$ cat src/rtl/uart_pkg.sv
// uart_pkg: shared UART link types and constants for the transmit and receive paths
package uart_pkg;
  localparam int UART_DATA_BITS = 8;
  localparam int UART_CLKS_PER_BIT = 868;
  typedef enum logic [2:0] {IDLE, START, DATA, PARITY, STOP} tx_state_t;
endpackage

$ cat src/rtl/uart_tx_fifo.sv
// uart_tx_fifo: synchronous FIFO with combinational head read
module uart_tx_fifo #(
  parameter int DEPTH = 4,
  parameter int WIDTH = 8
) (
  input  logic             clk,
  input  logic             rst,
  input  logic             push,
  input  logic             pop,
  input  logic [WIDTH-1:0] wdata,
  output logic [WIDTH-1:0] rdata,
  output logic             full,
  output logic             empty
);
  localparam int AW = $clog2(DEPTH);
  logic [WIDTH-1:0] mem [DEPTH];
  logic [AW-1:0] wp, rp;
  logic [AW:0] cnt;
  logic do_push, do_pop;
  assign do_push = push && !full;
  assign do_pop = pop && !empty;
  assign full = cnt == (AW+1)'(DEPTH);
  assign empty = cnt == '0;
  assign rdata = mem[rp];
  // storage array, written at the tail
  always_ff @(posedge clk)
    if (do_push) mem[wp] <= wdata;
  // pointers and occupancy; a simultaneous push and pop leaves the count unchanged
  always_ff @(posedge clk)
    if (rst) begin
      wp <= '0;
      rp <= '0;
      cnt <= '0;
    end else begin
      if (do_push) wp <= wp + 1'b1;
      if (do_pop) rp <= rp + 1'b1;
      cnt <= cnt + (AW+1)'(do_push) - (AW+1)'(do_pop);
    end
endmodule

$ cat src/rtl/uart_tx.sv
// uart_tx: FIFO-buffered 8-N-1 UART transmitter; define UART_TX_PARITY_EN for an even parity bit
module uart_tx
  import uart_pkg::*;
#(
  parameter int CLKS_PER_BIT = UART_CLKS_PER_BIT,
  parameter int FIFO_DEPTH = 4,
  parameter int STOP_BITS = 1
) (
  input  logic       i_clk,
  input  logic       i_rst,
  input  logic [7:0] i_data,
  input  logic       i_valid,
  output logic       o_ready,
  output logic       o_tx,
  output logic       o_busy
);
  localparam int CW = $clog2(CLKS_PER_BIT);
  tx_state_t state, state_n;
  logic [CW-1:0] cnt, cnt_n;
  logic [2:0] idx, idx_n;
  logic [UART_DATA_BITS-1:0] shift, shift_n, head;
  logic tx_n, pop, full, empty, bit_done;
`ifdef UART_TX_PARITY_EN
  logic par, par_n;
`endif
  uart_tx_fifo #(.DEPTH(FIFO_DEPTH), .WIDTH(UART_DATA_BITS)) u_fifo (
    .clk(i_clk),
    .rst(i_rst),
    .push(i_valid),
    .pop(pop),
    .wdata(i_data),
    .rdata(head),
    .full(full),
    .empty(empty)
  );
  assign o_ready = !full;
  assign o_busy = state != IDLE || !empty;
  assign bit_done = cnt == CW'(CLKS_PER_BIT - 1);
  // next-state logic; a pop from IDLE or from the last stop bit always launches a new start bit
  always_comb begin
    state_n = state;
    cnt_n = bit_done ? '0 : cnt + 1'b1;
    idx_n = idx;
    shift_n = shift;
    tx_n = o_tx;
    pop = 1'b0;
`ifdef UART_TX_PARITY_EN
    par_n = par;
`endif
    case (state)
      IDLE: begin
        cnt_n = '0;
        tx_n = 1'b1;
        pop = !empty;
      end
      START:
        if (bit_done) begin
          state_n = DATA;
          idx_n = '0;
          tx_n = shift[0];
        end
      DATA:
        if (bit_done) begin
          if (idx == 3'd7) begin
            idx_n = '0;
`ifdef UART_TX_PARITY_EN
            state_n = PARITY;
            tx_n = par;
`else
            state_n = STOP;
            tx_n = 1'b1;
`endif
          end else begin
            idx_n = idx + 1'b1;
            shift_n = shift >> 1;
            tx_n = shift[1];
          end
        end
`ifdef UART_TX_PARITY_EN
      PARITY:
        if (bit_done) begin
          state_n = STOP;
          idx_n = '0;
          tx_n = 1'b1;
        end
`endif
      STOP:
        if (bit_done) begin
          if (idx == 3'(STOP_BITS - 1)) begin
            idx_n = '0;
            pop = !empty;
            state_n = empty ? IDLE : state;
          end else idx_n = idx + 1'b1;
        end
      default: begin
        state_n = IDLE;
        tx_n = 1'b1;
      end
    endcase
    if (pop) begin
      state_n = START;
      cnt_n = '0;
      idx_n = '0;
      shift_n = head;
      tx_n = 1'b0;
`ifdef UART_TX_PARITY_EN
      par_n = ^head;
`endif
    end
  end
  // state, counters, shift register and the registered line
  always_ff @(posedge i_clk)
    if (i_rst) begin
      state <= IDLE;
      cnt <= '0;
      idx <= '0;
      shift <= '0;
      o_tx <= 1'b1;
`ifdef UART_TX_PARITY_EN
      par <= 1'b0;
`endif
    end else begin
      state <= state_n;
      cnt <= cnt_n;
      idx <= idx_n;
      shift <= shift_n;
      o_tx <= tx_n;
`ifdef UART_TX_PARITY_EN
      par <= par_n;
`endif
    end
endmodule

$ cat config.mk
export PLATFORM = sky130hd
export DESIGN_NAME = uart_tx
export DESIGN_NICKNAME = d
export VERILOG_FILES = /design/src/rtl/uart_pkg.sv /design/src/rtl/uart_tx_fifo.sv /design/src/rtl/uart_tx.sv
export SDC_FILE = /design/constraint.sdc
export NUM_CORES = 1
export LEC_CHECK = 0
export CAP_MARGIN = 25
export CORE_UTILIZATION = 25
export DETAILED_ROUTE_END_ITERATION = 16
export PLACE_DENSITY = 0.5
export SYNTH_ARGS = -nofsm -noshare
export SYNTH_HDL_FRONTEND = slang
export SYNTH_SLANG_ARGS = --single-unit
$ cat constraint.sdc
create_clock -name i_clk -period 2.7 [get_ports i_clk]
set_input_delay 0.27 -clock i_clk [delete_from_list [all_inputs] [get_ports i_clk]]
set_output_delay 0.27 -clock i_clk [all_outputs]
set_load 0.05 [all_outputs]
# Word level (Yosys, flattened, before mapping)
# Memory sizes are Yosys's and may differ from the RTL's. A register that Yosys moved wholly into a read port is not among the register bits.
# Index checks and enable logic that the tools add are counted.
dict set report classes {
  n_addsub 6
  mul 0
  div 0
  magnitude_cmp 0
  n_eq_ne 21
  shift 0
  mux 30
  n_bitwise 1
  reduce_logical 19
}
# op count
set op_table {}
lappend op_table {{2-to-1 mux 3 bit} 11}
lappend op_table {{2-to-1 mux 8 bit} 4}
lappend op_table {{inequality test 3 x 2 -> 1 bit, second input constant} 6}
lappend op_table {{AND reduction 7 bit} 2}
lappend op_table {{inequality test 2 bit, second input constant} 6}
lappend op_table {{case mux 3 bit (4 select lines)} 1}
lappend op_table {{adder 10 x 1 -> 10 bit, second input constant} 1}
lappend op_table {{equality test 10 bit, second input constant} 1}
lappend op_table {{equality test 3 bit, second input constant} 3}
lappend op_table {{logical NOT 3 bit} 3}
lappend op_table {{2-to-1 mux 1 bit} 9}
lappend op_table {{case mux 3 bit (3 select lines)} 1}
lappend op_table {{inequality test 2 x 1 -> 1 bit, second input constant} 3}
lappend op_table {{AND reduction 3 bit} 2}
lappend op_table {{nonzero test 3 bit} 2}
lappend op_table {{adder 2 x 1 -> 2 bit, second input constant} 2}
lappend op_table {{2-to-1 mux 2 bit} 2}
lappend op_table {{AND reduction 4 bit} 1}
lappend op_table {{nonzero test 2 bit} 2}
lappend op_table {{OR reduction 4 bit} 1}
lappend op_table {{adder 3 x 1 -> 3 bit} 1}
lappend op_table {{adder 3 x 1 -> 3 bit, second input constant} 1}
lappend op_table {{equality test 3 x 1 -> 1 bit, second input constant} 1}
lappend op_table {{equality test 3 x 2 -> 1 bit, second input constant} 1}
lappend op_table {{8 further kinds} 10}
dict set report word_totals {
  regBits 32
  latch_bits 0
  mem_bits_rw 32
  mem_bits_ro 0
  input_bits 11
  output_inout_bits 3
  word_cells 87
  n_memories 1
}
# memory depth word_bits rd rd_ports_with_merged_regs wr line
set mem_list {}
lappend mem_list {u_fifo.mem 4 8 1 1 1 uart_tx_fifo.sv:16} ;# logic [WIDTH-1:0] mem [DEPTH];

# Longest topological paths before layout
# Gate-level depths: netlist of the first run.
dict set report logic_depth {
  word_depth 8
  ltp_mapped 14
  mapped_depth_nobuf 14
}

# Modules after synthesis
# From an unflattened synthesis of the first run, not the netlist that was laid out.
dict set report unflattened {
  hier_cells 265
  area_unflattened_um2 3089.2
}
# module n_inst cells_each area_per_inst_um2 seq_area_each_um2
set modules_own_cells {}
lappend modules_own_cells {uart_tx_fifo 1 93 1634.1 1141.1}
lappend modules_own_cells {uart_tx 1 172 1455.1 500.5}

# Worst setup path after synthesis of the first run
# Ideal clock, no wire load.
dict set report synth_path {
  kind {register -> register}
  start {register cnt[0]}
  end {register u_fifo.cnt[2]}
  setup_time_ns 0.128
  arrival_ns 2.790
  t_required_ns 2.572
  setup_slack_ns -0.218
  stages_incl_launch_ff 14
  n_path_buf 0
  period_less_slack_ns 2.918
  path_cell_list {dfxtp_1 ha_1 or4b_4 o41ai_2 nand2_1 inv_2 ha_1 inv_1 ha_1 inv_1 fa_1 xor2_1 xnor2_1 nor2_1}
}
dict set report synth_between {
  elab_chain_cells 5
}
# element line
set synth_lines {}
lappend synth_lines {{start, declared} uart_tx.sv:19} ;# logic [CW-1:0] cnt, cnt_n;
lappend synth_lines {{start signal, assigned} uart_tx.sv:124} ;# cnt <= cnt_n;
lappend synth_lines {{equality test 10 bit} uart_tx.sv:38} ;# assign bit_done = cnt == CW'(CLKS_PER_BIT - 1);
lappend synth_lines {{2-to-1 mux 1 bit} uart_tx.sv:88} ;# if (bit_done) begin
lappend synth_lines {{case mux 1 bit (2 select lines)} uart_tx.sv:50} ;# case (state)
lappend synth_lines {{logical AND 1 bit} uart_tx_fifo.sv:21} ;# assign do_pop = pop && !empty;
lappend synth_lines {{via u_fifo.do_pop} uart_tx_fifo.sv:19} ;# logic do_push, do_pop;
lappend synth_lines {{subtractor 3 x 1 -> 3 bit} uart_tx_fifo.sv:37} ;# cnt <= cnt + (AW+1)'(do_push) - (AW+1)'(do_pop);
lappend synth_lines {{end signal, assigned} uart_tx_fifo.sv:37}
lappend synth_lines {{end, declared} uart_tx_fifo.sv:18} ;# logic [AW:0] cnt;
# The timed path passes the listed nets, and every way through them passes these cells.
# A chain may end at the register's enable or synchronous reset.

# Final worst setup path of the first run
dict set report layout_path {
  start {register cnt[1]}
  end {register u_fifo.cnt[2]}
}
# Same word-level chain as after synthesis.

==> reports/qor.csv, run 1 <==
metric,value,unit
status,"finished, final reports clean",
post_cts_buffers,0,
cp.depth,13,
grt_pass1_wl,8.95,mm
reg2reg_to,u_fifo.cnt[2],
final_core_util,0.321,
cp-endpoint,u_fifo.cnt[2],
die_h,109,µm
met1_length,2.61,mm
first_iter_violations,50,
num_rows,38,
period_needed,2630,ps
cts_root_buffer,clkbuf_16,
yosys_warnings,0,
worstRegToRegCells,13,
overflow,0,
numClockSinks,66,
clkTransAtPathRegs,50,ps
slew_viol_final,0,
wl_met3,220,µm
fin_cells,410,
async_flop_share,0,
coreArea,0.0110,mm²
whs,464,ps
cellLeakagePower,1.20,nW
critPathTopFamily,adder cells,
vias_per_cell,4.35,
cp-startpoint,cnt[1],
antennaDiodeCount,0,
antenna_found_initial,0,
rsz0062_at_grt,yes,
start_util,0.261,
ys_types,40,
tightest_slew,585,ps
hold_viol,0,
wl_met2,2.37,mm
cp.required,2920,ps
timing.rr.start,cnt[1],
drc,0,
firstDrtPassIters,4,
cts_made_buffers,9,
tritoncts,yes,
drive_above_1_share,0.181,
clock_latency,330,ps
ys_seq_area_frac,0.574,
grt_start_max_net_pins,14,
rrSetupSlack,70,ps
die_w,109,µm
dp.cells,394,
num_io_pins,14,
routed_wirelength,5.30,mm
crit_path_top_delay_cell,or4b_4,
numPortBuffers,13,
max_freq,0.380,GHz
hold_class,register to register,
ctsHoldBuffers,0,
period_share,0.975,
cts_buffer_depth,2,
slew_headroom,0.610,
cp_num_buf_inv,3,
cp-start-kind,register,
synth-seq-cells,66,
ir_drop,0.437,mV
fin_nets,287,
crit_fanout,3,
end_kind,register,
vias,1785,
avgRoutedWirePerCell,12.9,µm
syn-num-nets,264,
cap_violations,0,
grtUsageTotal,0.104,
synthFlopType,dfxtp_1,
worstPathArrival,2850,ps
area_delta_synth_final,23.2,%
grt_pass1_vias,1873,
path_cells,ha_4 > or4b_4 > o41ai_4 > nand2_1 > inv_2 > ha_4 > inv_1 > ha_1 > inv_1 > fa_2 > xor2_1 > xnor2_1 > nor2_1,
synthCells,242,
syn_area,0.00286,mm²
die_area,0.0119,mm²
dp_hpwl,3.67,mm
p_per_area,958,mW/mm²
synth-edff-count,32,
finalClockSkew,3.75,ps
worstSetupPathType,register to register,
cts-htree-levels,3,
cpPeakStageDelay,470,ps
top_layer,met4,
routabilityCongestion,0.719,
syn_area_per_cell,11.8,µm²
finalSetupViolCount,0,
ant_nets,0,
==> metal layers <==
metal  up-vias  GRT usage
li1        907          -
met1       839      0.125
met2        30      0.161
met3         9     0.0418
met4         0     0.0492
met5         -          0
==> worst register-to-register path, stage by stage, from the launching register on <==
cell and delay [ps]:
dfxtp_2 360, ha_4 140, or4b_4 470, o41ai_4 250, nand2_1 130, inv_2 100
ha_4 190, inv_1 50, ha_1 130, inv_1 50, fa_2 330, xor2_1 150
xnor2_1 150, nor2_1 50
==> cell families after synthesis <==
| family | count (synthesis) | synth area share |
|---|---|---|
| simple gates | 85 | 0.154 |
| flops | 66 | 0.574 |
| compound gates | 33 | 0.0774 |
| buf+inv | 24 | 0.0345 |
| xor+xnor | 14 | 0.0429 |
| fa+ha+maj | 11 | 0.0507 |
| mux | 9 | 0.0665 |
==> sequential cells by signal, indices dropped and copies added (netlist names), named ones only <==
| register | count |
|---|---|
| cnt | 10 |
| idx | 3 |
| o_tx | 1 |
| shift | 8 |
| state | 3 |
| u_fifo.cnt | 3 |
| u_fifo.mem | 32 |
| u_fifo.rp | 2 |
| u_fifo.wp | 2 |
==> Yosys cell counts (2+ instances only) <==
cell | n | share of area
nand3_1 | 8 | 0.014
nor3_1 | 7 | 0.012
inv_1 | 11 | 0.014
a21oi_1 | 15 | 0.026
a22oi_1 | 2 | 0.0052
buf_4 | 2 | 0.0052
and2_1 | 2 | 0.0044
a31oi_1 | 2 | 0.0044
xnor2_1 | 9 | 0.028
a211oi_1 | 2 | 0.0052
clkbuf_1 | 8 | 0.010
o21ai_0 | 5 | 0.0087
or4b_4 | 2 | 0.0096
nand2b_1 | 3 | 0.0066
and3_1 | 6 | 0.013
nor2_1 | 29 | 0.038
xor2_1 | 5 | 0.015
nand2_1 | 18 | 0.024
dfxtp_1 | 34 | 0.24
or3_1 | 2 | 0.0044
edfxtp_1 | 32 | 0.34
ha_1 | 10 | 0.044
nor2b_1 | 2 | 0.0044
a211oi_2 | 2 | 0.0087
nand4b_1 | 2 | 0.0061
mux4_2 | 8 | 0.063
==> per-stage QoR <==
step                TNS, ps  worst slack (ps)  instance area [µm²]  power [mW]
finish                    0              67.5                 3520        3.38
global route           -101              -101                 3520        3.59
CTS                       0              14.9                 3520        3.43
detailed placement    -7.24             -7.24                 3230        2.30
global placement          0              62.9                 3230        2.28
floorplan                 0              3.11                 2890        2.01
==> layout by cell type (no fill, tap or decap), drive strengths merged, types with 6 or more instances in the layout <==
cell	instances
and3	6
a21oi	16
clkbuf	11
xnor2	9
nor2	29
clkdlybuf4s50	13
nor3	7
nand2	18
inv	12
edfxtp	32
dfxtp	34
nand3	8
buf	11
mux4	8
ha	10
==> area by class of cell <==
type	count	area [µm²]
Fill cell	1121	7460
Inverter	12	45.0
Sequential cell	66	1640
Clock inverter	5	55.1
Tap cell	140	175
Multi-Input combinational cell	152	1160
Clock buffer	11	233
Timing Repair Buffer	24	213
==> power breakdown <==
part | switching [mW] | internal, mW
registers | 0.123 | 1.23
logic | 0.486 | 0.417
clock network | 0.412 | 0.711
==> how the worst min path moves through the flow <==
stage                   start               end  cells after the start
finish               shift[5]          shift[4]                      2
global route           idx[2]            idx[2]                      2
global placement         o_tx              o_tx                      2
CTS                  shift[7]          shift[7]                      2
floorplan           i_data[0]  u_fifo.mem[0][0]                      0
detailed placement   shift[5]          shift[4]                      2
==> repair_timing <==
| action | CTS | global route |
|---|---|---|
| endpoints found under the hold margin | 0 | 0 |
| gates cloned | 0 | 0 |
| pin swaps | 0 | 0 |
| gates resized for setup | 1 | 0 |
| endpoints found under the setup margin | 1 | 1 |
Note: power is estimated with default switching activity, not from simulation.
==> inputs of run 2 (changes only) <==
--- a/config.mk
+++ b/config.mk
@@ -7,6 +7,8 @@
 export LEC_CHECK = 0
 export CAP_MARGIN = 25
 export CORE_UTILIZATION = 25
+export CTS_BUF_LIST = sky130_fd_sc_hd__clkbuf_4 sky130_fd_sc_hd__clkbuf_8 sky130_fd_sc_hd__clkbuf_16
+export CTS_CLUSTER_DIAMETER = 50
 export DETAILED_ROUTE_END_ITERATION = 16
 export PLACE_DENSITY = 0.5
 export SYNTH_ARGS = -nofsm -noshare
==> reports/qor.csv, run 2 (synthesized netlist as in run 1, its figures left out) <==
metric,value,unit
first_iter_violations,50,
start_util,0.261,
die_h,109,µm
largest_reg_flops,32,
num_io_pins,14,
cts_root_buffer,clkbuf_16,
cts_buffer_depth,2,
ir_drop,0.437,mV
top_layer,met4,
tritoncts,yes,
die_w,109,µm
final.setup.tns,0,ps
cp-start-kind,register,
cellLeakagePower,1.21,nW
numClockSinks,66,
worstPathArrival,2850,ps
period_share,0.975,
ant_nets,0,
fin_nets,287,
crit_fanout,3,
mostFrequentLayoutCells,"dfxtp_1 (32), edfxtp_1 (32), nor2_1 (29), nand2_1 (18), a21oi_1 (15)",
ctsHoldBuffers,0,
num_rows,38,
hold_viol,0,
fin_cells,410,
overflow,0,
coreArea,0.0110,mm²
dp_hpwl,3.67,mm
rsz0062_at_grt,yes,
vias_per_cell,4.35,
p_total,3.40,mW
area_delta_synth_final,23.4,%
routabilityCongestion,0.719,
met1_length,2.61,mm
cts-htree-levels,3,
largest_register,u_fifo.mem,
pre_cts_ws,-7.24,ps
die_area,0.0119,mm²
hold_class,register to register,
antenna_found_initial,0,
vias,1785,
cts_made_buffers,9,
final_core_util,0.322,
end_kind,register,
firstDrtPassIters,4,
post_cts_buffers,0,
whs,464,ps
numPortBuffers,13,
antennaDiodeCount,0,
slew_viol_final,0,
setup_ws,67.5,ps
grtUsageTotal,0.104,
cap_violations,0,
reg_top3,"u_fifo.mem: 32 flops, cnt: 10 flops, shift: 8 flops",
cp.required,2920,ps
clock_latency,330,ps
grt_start_max_net_pins,14,
clkTransAtPathRegs,50,ps
p_per_area,962,mW/mm²
grt_pass1_wl,8.95,mm
tightest_slew,585,ps
finalSetupViolCount,0,
wl_met3,220,µm
worstSetupPathType,register to register,
final_area,0.00353,mm²
avgRoutedWirePerCell,12.9,µm
placed_area,0.00323,mm²
max_freq,0.380,GHz
routed_wirelength,5.30,mm
finalClockSkew,3.75,ps
period_needed,2630,ps
status,"finished, final reports clean",
drive_above_1_share,0.189,
wl_met2,2.37,mm
dp.cells,394,
slew_headroom,0.610,
grt_pass1_vias,1870,
drc,0,
## run 2: cell types whose count changed in the layout (fill, tap and decap cells not counted)
cell      delta
clkbuf_1     -2
clkbuf_4     +2
## run 2: critical path: stages (launching register included)
cell and delay, ps:
dfxtp_2 360, ha_4 140, or4b_4 470, o41ai_4 250, nand2_1 130, inv_2 100, ha_4 190, inv_1 50
ha_1 130, inv_1 50, fa_2 330, xor2_1 150, xnor2_1 150, nor2_1 50
## run 2: path summary, 6_finish.rpt
| check | cells after the start | start | end | slack [ps] |
|---|---|---|---|---|
| worst max-delay path | 13 | cnt[1] | u_fifo.cnt[2] | 70 |
| worst max register to register | 13 | cnt[1] | u_fifo.cnt[2] | 70 |
| worst min register to register | 2 | shift[5] | shift[4] | 460 |
| worst min-delay path | 2 | shift[5] | shift[4] | 460 |
## run 2: area by class of cell
type                       count  area [µm²]
inverter                      12        45.0
clock buffer                  11         240
multi-input combinational    152        1160
tap                          140         175
sequential                    66        1640
fill                        1121        7450
clock inverter                 5        55.1
timing repair buffer          24         213
## run 2: report_power, final
part,internal [mW],switching [mW],total (mW)
Combinational,0.417,0.486,0.902
Clock,0.731,0.412,1.14
Sequential,1.23,0.123,1.35
## run 2: timing repair
action | 4_1_cts | 5_1_grt
hold endpoints to repair | 0 | 0
gates resized for setup | 1 | 0
setup endpoints to repair | 1 | 1
## run 2: routing by layer
metal | vias up | GRT usage
li1 | 907 | -
met1 | 839 | 0.125
met2 | 30 | 0.161
met3 | 9 | 0.0418
met4 | 0 | 0.0492
met5 | - | 0
==> inputs of run 3 (changes only) <==
--- a/config.mk
+++ b/config.mk
@@ -11,6 +11,7 @@
 export CTS_CLUSTER_DIAMETER = 50
 export DETAILED_ROUTE_END_ITERATION = 16
 export PLACE_DENSITY = 0.5
+export REMOVE_ABC_BUFFERS = 1
 export SYNTH_ARGS = -nofsm -noshare
 export SYNTH_HDL_FRONTEND = slang
 export SYNTH_SLANG_ARGS = --single-unit
==> reports/qor.csv, run 3 (synthesized netlist as in run 1, its figures left out) <==
metric,value,unit
status,"finished, final reports clean",
placed_area,0.00323,mm²
ant_nets,0,
vias,1802,
coreArea,0.0110,mm²
cellLeakagePower,1.24,nW
grt_pass1_vias,1887,
dp_hpwl,3.57,mm
tightest_slew,593,ps
p_per_area,976,mW/mm²
mostFrequentLayoutCells,"dfxtp_1 (32), edfxtp_1 (32), nor2_1 (29), nand2_1 (18), buf_4 (16)",
finalSetupViolCount,0,
reg_top3,"u_fifo.mem: 32 flops, cnt: 10 flops, shift: 8 flops",
fin_nets,292,
first_iter_violations,52,
routed_wirelength,5.26,mm
rsz0062_at_grt,yes,
largest_register,u_fifo.mem,
ir_drop,0.341,mV
max_freq,0.377,GHz
largest_reg_flops,32,
avgRoutedWirePerCell,12.7,µm
start_util,0.261,
grtUsageTotal,0.104,
worstPathArrival,2870,ps
cp.required,2920,ps
cts_made_buffers,9,
crit_path_top_delay_cell,or4b_4,
slew_viol_final,0,
die_area,0.0119,mm²
cts_root_buffer,clkbuf_16,
finalClockSkew,4.31,ps
drive_above_1_share,0.212,
critPathTopFamily,adder cells,
hold_viol,0,
slew_headroom,0.604,
grt_pass1_wl,9.18,mm
firstDrtPassIters,4,
cts_buffer_depth,2,
die_w,109,µm
grt_start_max_net_pins,14,
path_cells,ha_4 > or4b_4 > o41ai_4 > nand2_1 > inv_2 > ha_4 > inv_2 > ha_4 > inv_2 > fa_2 > xor2_1 > xnor2_1 > nor2_1,
drc,0,
period_needed,2650,ps
cpPeakStageDelay,480,ps
numClockSinks,66,
cap_violations,0,
overflow,0,
end_kind,register,
die_h,109,µm
final_area,0.00360,mm²
num_rows,38,
vias_per_cell,4.35,
antenna_found_initial,0,
area_delta_synth_final,25.9,%
cp_num_buf_inv,3,
ctsHoldBuffers,0,
worstSetupPathType,register to register,
clock_latency,330,ps
tritoncts,yes,
n_fill_cell,1096,
antennaDiodeCount,0,
num_io_pins,14,
routabilityCongestion,0.724,
crit_fanout,2,
hold_class,register to register,
cp-start-kind,register,
period_share,0.983,
clkTransAtPathRegs,50,ps
numPortBuffers,13,
p_total,3.52,mW
cts-htree-levels,3,
run 3: cell types whose count changed in the layout (fill, tap and decap cells not counted), moves of 2 or more:
cell	previous run	this run
clkinv_2	2	0
buf_4	11	16
inv_2	1	3
clkbuf_4	2	0
inv_1	11	9
run 3: metal layers:
layer,part of all wire,vias to the layer above,wire [µm],track usage
met3,0.028,8,146,0.0341
met5,0,-,0,0
met2,0.48,20,2550,0.167
li1,-,916,-,-
met1,0.47,858,2480,0.125
met4,0.016,0,82,0.0492
run 3: report_power, final:
group	internal [mW]	switching, mW	total (mW)
combinational	0.438	0.480	0.918
sequential	1.23	0.143	1.37
clock	0.805	0.422	1.23
total	2.47	1.04	3.52
run 3: layout make-up:
| cell class | count | area [µm²] | share of cell area |
|---|---|---|---|
| flip-flops and latches | 66 | 1640 | 0.456 |
| multi-input cells | 152 | 1170 | 0.325 |
| repair buffers | 29 | 250 | 0.0694 |
| clock buffers | 9 | 225 | 0.0625 |
| well taps | 140 | 175 | 0.0486 |
| clock inverters | 6 | 91.3 | 0.0253 |
| inverters | 12 | 45.0 | 0.0125 |
run 3: final timing paths:
check                 from            end  slack (ps)  cells past startpoint
hold reg to reg   shift[4]       shift[3]         470                      2
setup / recovery    cnt[1]  u_fifo.cnt[2]          50                     13
setup reg to reg    cnt[1]  u_fifo.cnt[2]          50                     13
hold / removal    shift[4]       shift[3]         470                      2
run 3: worst min-delay path, stage by stage (launching register included):
cell and delay, ps:
dfxtp_1 310, nand2_1 50, a211oi_1 50
run 3: what timing repair did:
| item | 4_1_cts | 5_1_grt |
|---|---|---|
| setup endpoints to repair | 1 | 1 |
| pin swaps | 7 | 0 |
| buffers inserted | 1 | 0 |
| gates resized for setup | 10 | 1 |
run 3: metrics by stage:
step | setup WS (ps) | cells | util | setup TNS (ps) | hold WS [ps]
5_1_grt | -127 | 414 | 0.328 | -127 | 483
2_1_floorplan | -373 | 230 | - | -552 | 335
4_1_cts | 3.55 | 414 | 0.327 | 0 | 468
3_3_place_gp | -87.2 | 398 | 0.294 | -87.2 | 451
3_5_place_dp | -159 | 398 | 0.294 | -159 | 462
6_report | 47.1 | 414 | 0.328 | 0 | 465
==> edit 1 (config.mk and constraints of run 3) <==
Make the reset (`i_rst` and `rst`) asynchronous in 2 clocked blocks.
--- a/src/rtl/uart_tx_fifo.sv
+++ b/src/rtl/uart_tx_fifo.sv
@@ -26,7 +26,7 @@
   always_ff @(posedge clk)
     if (do_push) mem[wp] <= wdata;
   // pointers and occupancy; a simultaneous push and pop leaves the count unchanged
-  always_ff @(posedge clk)
+  always_ff @(posedge clk or posedge rst)
     if (rst) begin
       wp <= '0;
       rp <= '0;
--- a/src/rtl/uart_tx.sv
+++ b/src/rtl/uart_tx.sv
@@ -109,7 +109,7 @@
     end
   end
   // state, counters, shift register and the registered line
-  always_ff @(posedge i_clk)
+  always_ff @(posedge i_clk or posedge i_rst)
     if (i_rst) begin
       state <= IDLE;
       cnt <= '0;
Function: differs if i_rst is asserted again (counterexample within 4 cycles, from zero or initial values and one cycle with i_rst high); with i_rst held inactive, the same outputs for 10 cycles.
==> edit 1 against run 3 <==
Sequential cell count is 2 lower; synthesized area increased by 3.5%; power grew 14%; cell count is 3.6% lower; largest power group unchanged; largest cell class unchanged; worst setup slack better by 120 ps; cell area increased by 0.21%; critical endpoint is now u_fifo.cnt[2]; routed wire length down 0.23%; highest routed layer unchanged.
==> edit 1: results (changes against run 3) <==
Total Routing Usage GR=0.09574 (was 0.1039); sw frac=0.3234 (was 0.2970); post-CTS setup buffer count=0 (was 1); post-synthesis async set-or-reset flop share=0.5000 (was 0); setup slack, reg-to-reg=170 ps (was 50 ps); status=complete, no violations (unchanged); Sw Pwr=1.292 mW (was 1.045 mW); fin nets=273 (was 292); Seq/Total Area, Yosys=0.5955 (was 0.5737); Hold Slack=337.8 ps (was 465.2 ps); final non-filler cell total=399 (was 414); CP Launch Point=u_fifo.cnt[0] (was cnt[1]); top cells by area, synth=edfxtp_1, dfrtp_1, mux4_2, ha_1, xnor2_1 (was edfxtp_1, dfxtp_1, mux4_2, ha_1, nor2_1); largest net degree at the start of global routing=33 (was 14); leakage power=1.375 nW (was 1.237 nW); reg2reg end=u_fifo.cnt[2] (unchanged); DR vias/cell=4.378 (was 4.353); Critical Path AT=2780 ps (was 2870 ps); CP endpoint=u_fifo.cnt[2] (unchanged); Fin Clk Skew=7.939 ps (was 4.312 ps); Resized cells post-CTS=0 (was 10); HPWL after DPL=3554 µm (was 3566 µm); FILL cells=1129 (was 1096); Slew HR=0.5876 (was 0.6039); DR WL met2=2388 µm (was 2546 µm); met3 wire length=163 µm (was 146 µm); Syn Inst Count=224 (was 242); share of cells above drive strength 1=0.1797 (was 0.2117); Reg2Reg Depth=11 (was 13); Synth top cells by count=edfxtp_1, dfrtp_1, inv_1, nor2_1, o21ai_0 (was dfxtp_1, edfxtp_1, nor2_1, nand2_1, a21oi_1); seq pwr=1.53 mW (was 1.37 mW); M1 WL=2596 µm (was 2482 µm); Max Fclk=395.4 MHz (was 376.9 MHz); met2 GRT Util=0.1445 (was 0.1671)
## edit 1: changes by cell type in the layout (fill, tap and decap cells not counted), moves of 8 or more
| cell | before | now |
|---|---|---|
| a21oi_1 | 15 | 5 |
| dfrtp_1 | 0 | 31 |
| dfxtp_1 | 32 | 0 |
| nor2_1 | 29 | 15 |
| inv_1 | 9 | 18 |
| o21ai_0 | 5 | 13 |
## edit 1: kinds of logic (layout without fill, tap and decap cells)
group,Yosys count,after routing,synth area share
adders and majority gates,11,11,0.04903
xor gates and xnor gates,14,14,0.04396
and+or+nand+nor,61,61,0.1179
buffers and inverters,27,59,0.04310
muxes,9,9,0.06424
AOI/OAI and AO/OA,38,38,0.08622
DFF,64,64,0.5955
## edit 1: layout make-up
cell class	instances	area, µm²	share of cell area
flip-flops and latches	64	1763	0.4882
multi-input cells	133	1080	0.2990
clock buffers	11	246.5	0.06826
repair buffers	24	212.7	0.05891
well taps	143	178.9	0.04955
inverters	19	72.57	0.02010
clock inverters	5	57.56	0.01594
==> edit 2 (flow settings as in run 3) <==
Without the edit above. Set the parameter `FIFO_DEPTH` to 8 (it was 4).
--- a/src/rtl/uart_tx.sv
+++ b/src/rtl/uart_tx.sv
@@ -3,7 +3,7 @@
   import uart_pkg::*;
 #(
   parameter int CLKS_PER_BIT = UART_CLKS_PER_BIT,
-  parameter int FIFO_DEPTH = 4,
+  parameter int FIFO_DEPTH = 8,
   parameter int STOP_BITS = 1
 ) (
   input  logic       i_clk,
Behaviour: not the same (Yosys sat finds a counterexample within 10 cycles, from zero or initial values and one cycle with i_rst high).
==> edit 2 against run 3 <==
Sequential cell count grew 36; worst setup slack better by 220 ps; cell area is 42% higher; global-route usage is 0.83 points lower; via count is 37% higher; power grew 31%; sequential share of layout area up 6.8 points; clock skew rose by 5.3 ps; critical path type is now flop to output pin; largest power group unchanged; critical endpoint is now o_busy; synthesized area is 53% higher; routed wire length grew 50%.
==> edit 2: results (changes against run 3) <==
setup slack, reg-to-reg=330 ps (was 50 ps); Slew HR=0.5087 (was 0.6039); first-pass GRT wire length=13140 µm (was 9183 µm); biggest regs=u_fifo.mem: 64 flops, cnt: 10 flops, shift: 8 flops (was u_fifo.mem: 32 flops, cnt: 10 flops, shift: 8 flops); top cells by area, synth=edfxtp_1, dfxtp_1, mux4_2, ha_1, mux2i_1 (was edfxtp_1, dfxtp_1, mux4_2, ha_1, nor2_1); initial drt markers=191 (was 52); Seq/Total Area, Yosys=0.6142 (was 0.5737); Resized cells post-CTS=0 (was 10); met1 Use GR=0.1242 (was 0.1250); final core utilization=0.3043 (was 0.3281); status=complete, no violations (unchanged); Critical Path AT=2170 ps (was 2870 ps); peak supply drop=0.3545 mV (was 0.3412 mV); slowest CP cell=clkdlybuf4s50_1 (was or4b_4); leakage power=1.719 nW (was 1.237 nW); vias post-DR=2462 (was 1802); GP Congestion=0.7300 (was 0.7236); fin nets=360 (was 292); length of the first detailed-routing pass in iterations=6 (was 4); share of cells above drive strength 1=0.1754 (was 0.2117); min-delay src=cnt[0] (was shift[4]); Synth top cells by count=edfxtp_1, dfxtp_1, nor2_1, mux4_2, nand2_1 (was dfxtp_1, edfxtp_1, nor2_1, nand2_1, a21oi_1); max incr delay on CP=730 ps (was 480 ps); largest net degree at the start of global routing=24 (was 14); HPWL after DPL=5284 µm (was 3566 µm); r2r startpoint=cnt[0] (was cnt[1]); Total Routing Usage GR=0.09565 (was 0.1039); clock transition at the registers of the reported paths=70 ps (was 50 ps); Hold Slack=472.6 ps (was 465.2 ps); FILL cells=1720 (was 1096); met3 Usage GRT=0.02154 (was 0.03407); maximum fanout along the worst path=4 (was 2)
-- edit 2: cell families after synthesis --
kind of cell    count (synthesis)  synth area share
simple gates                   97            0.1309
flops                         102            0.6142
compound gates                 34           0.05701
fa+ha+maj                      12           0.03609
mux                            27            0.1080
xor+xnor                       12           0.02406
buf+inv                        30           0.02979
-- edit 2: metal layers --
layer / vias up / part of all wire / wire (µm)
met1: 1197 / 0.47 / 3696
met4: 0 / 0.013 / 104
met3: 13 / 0.029 / 231
met2: 29 / 0.49 / 3836
met5: - / 0 / 0
li1: 1223 / - / -
-- edit 2: area by class of cell --
class | count | share of cell area
Sequential cell | 102 | 0.5241
Multi-Input combinational cell | 182 | 0.3038
Tap cell | 220 | 0.05378
Timing Repair Buffer | 28 | 0.04742
Clock buffer | 9 | 0.04400
Clock inverter | 7 | 0.01662
Inverter | 14 | 0.01027
-- edit 2: worst paths after layout --
check                                      to  depth (start not counted)
worst max-delay path                   o_busy                          5
worst min register to register         cnt[0]                          1
worst min-delay path                   cnt[0]                          1
worst max register to register  u_fifo.cnt[2]                         11
-- edit 2: critical path: cells and delay by family (launching register included) --
family / cells / cell delay (ps)
adder cells (fa/ha/maj): 1 / 140
flip-flops: 1 / 300
buffers and inverters: 2 / 820
AND/OR/NAND/NOR: 2 / 560
-- edit 2: power by group --
| part | total [mW] | internal, mW | switching [mW] |
|---|---|---|---|
| sequential | 1.98 | 1.83 | 0.148 |
| combinational | 1.33 | 0.618 | 0.708 |
| clock | 1.29 | 0.660 | 0.633 |
-- edit 2: per-stage QoR --
stage               cells  total power [mW]  setup slack (ps)
detailed placement    546             3.369             341.2
finish                562             4.598             264.1
floorplan             298             2.944             284.9
global placement      546             3.345             399.7
CTS                   562             4.669             226.2
global route          562             4.889             112.7
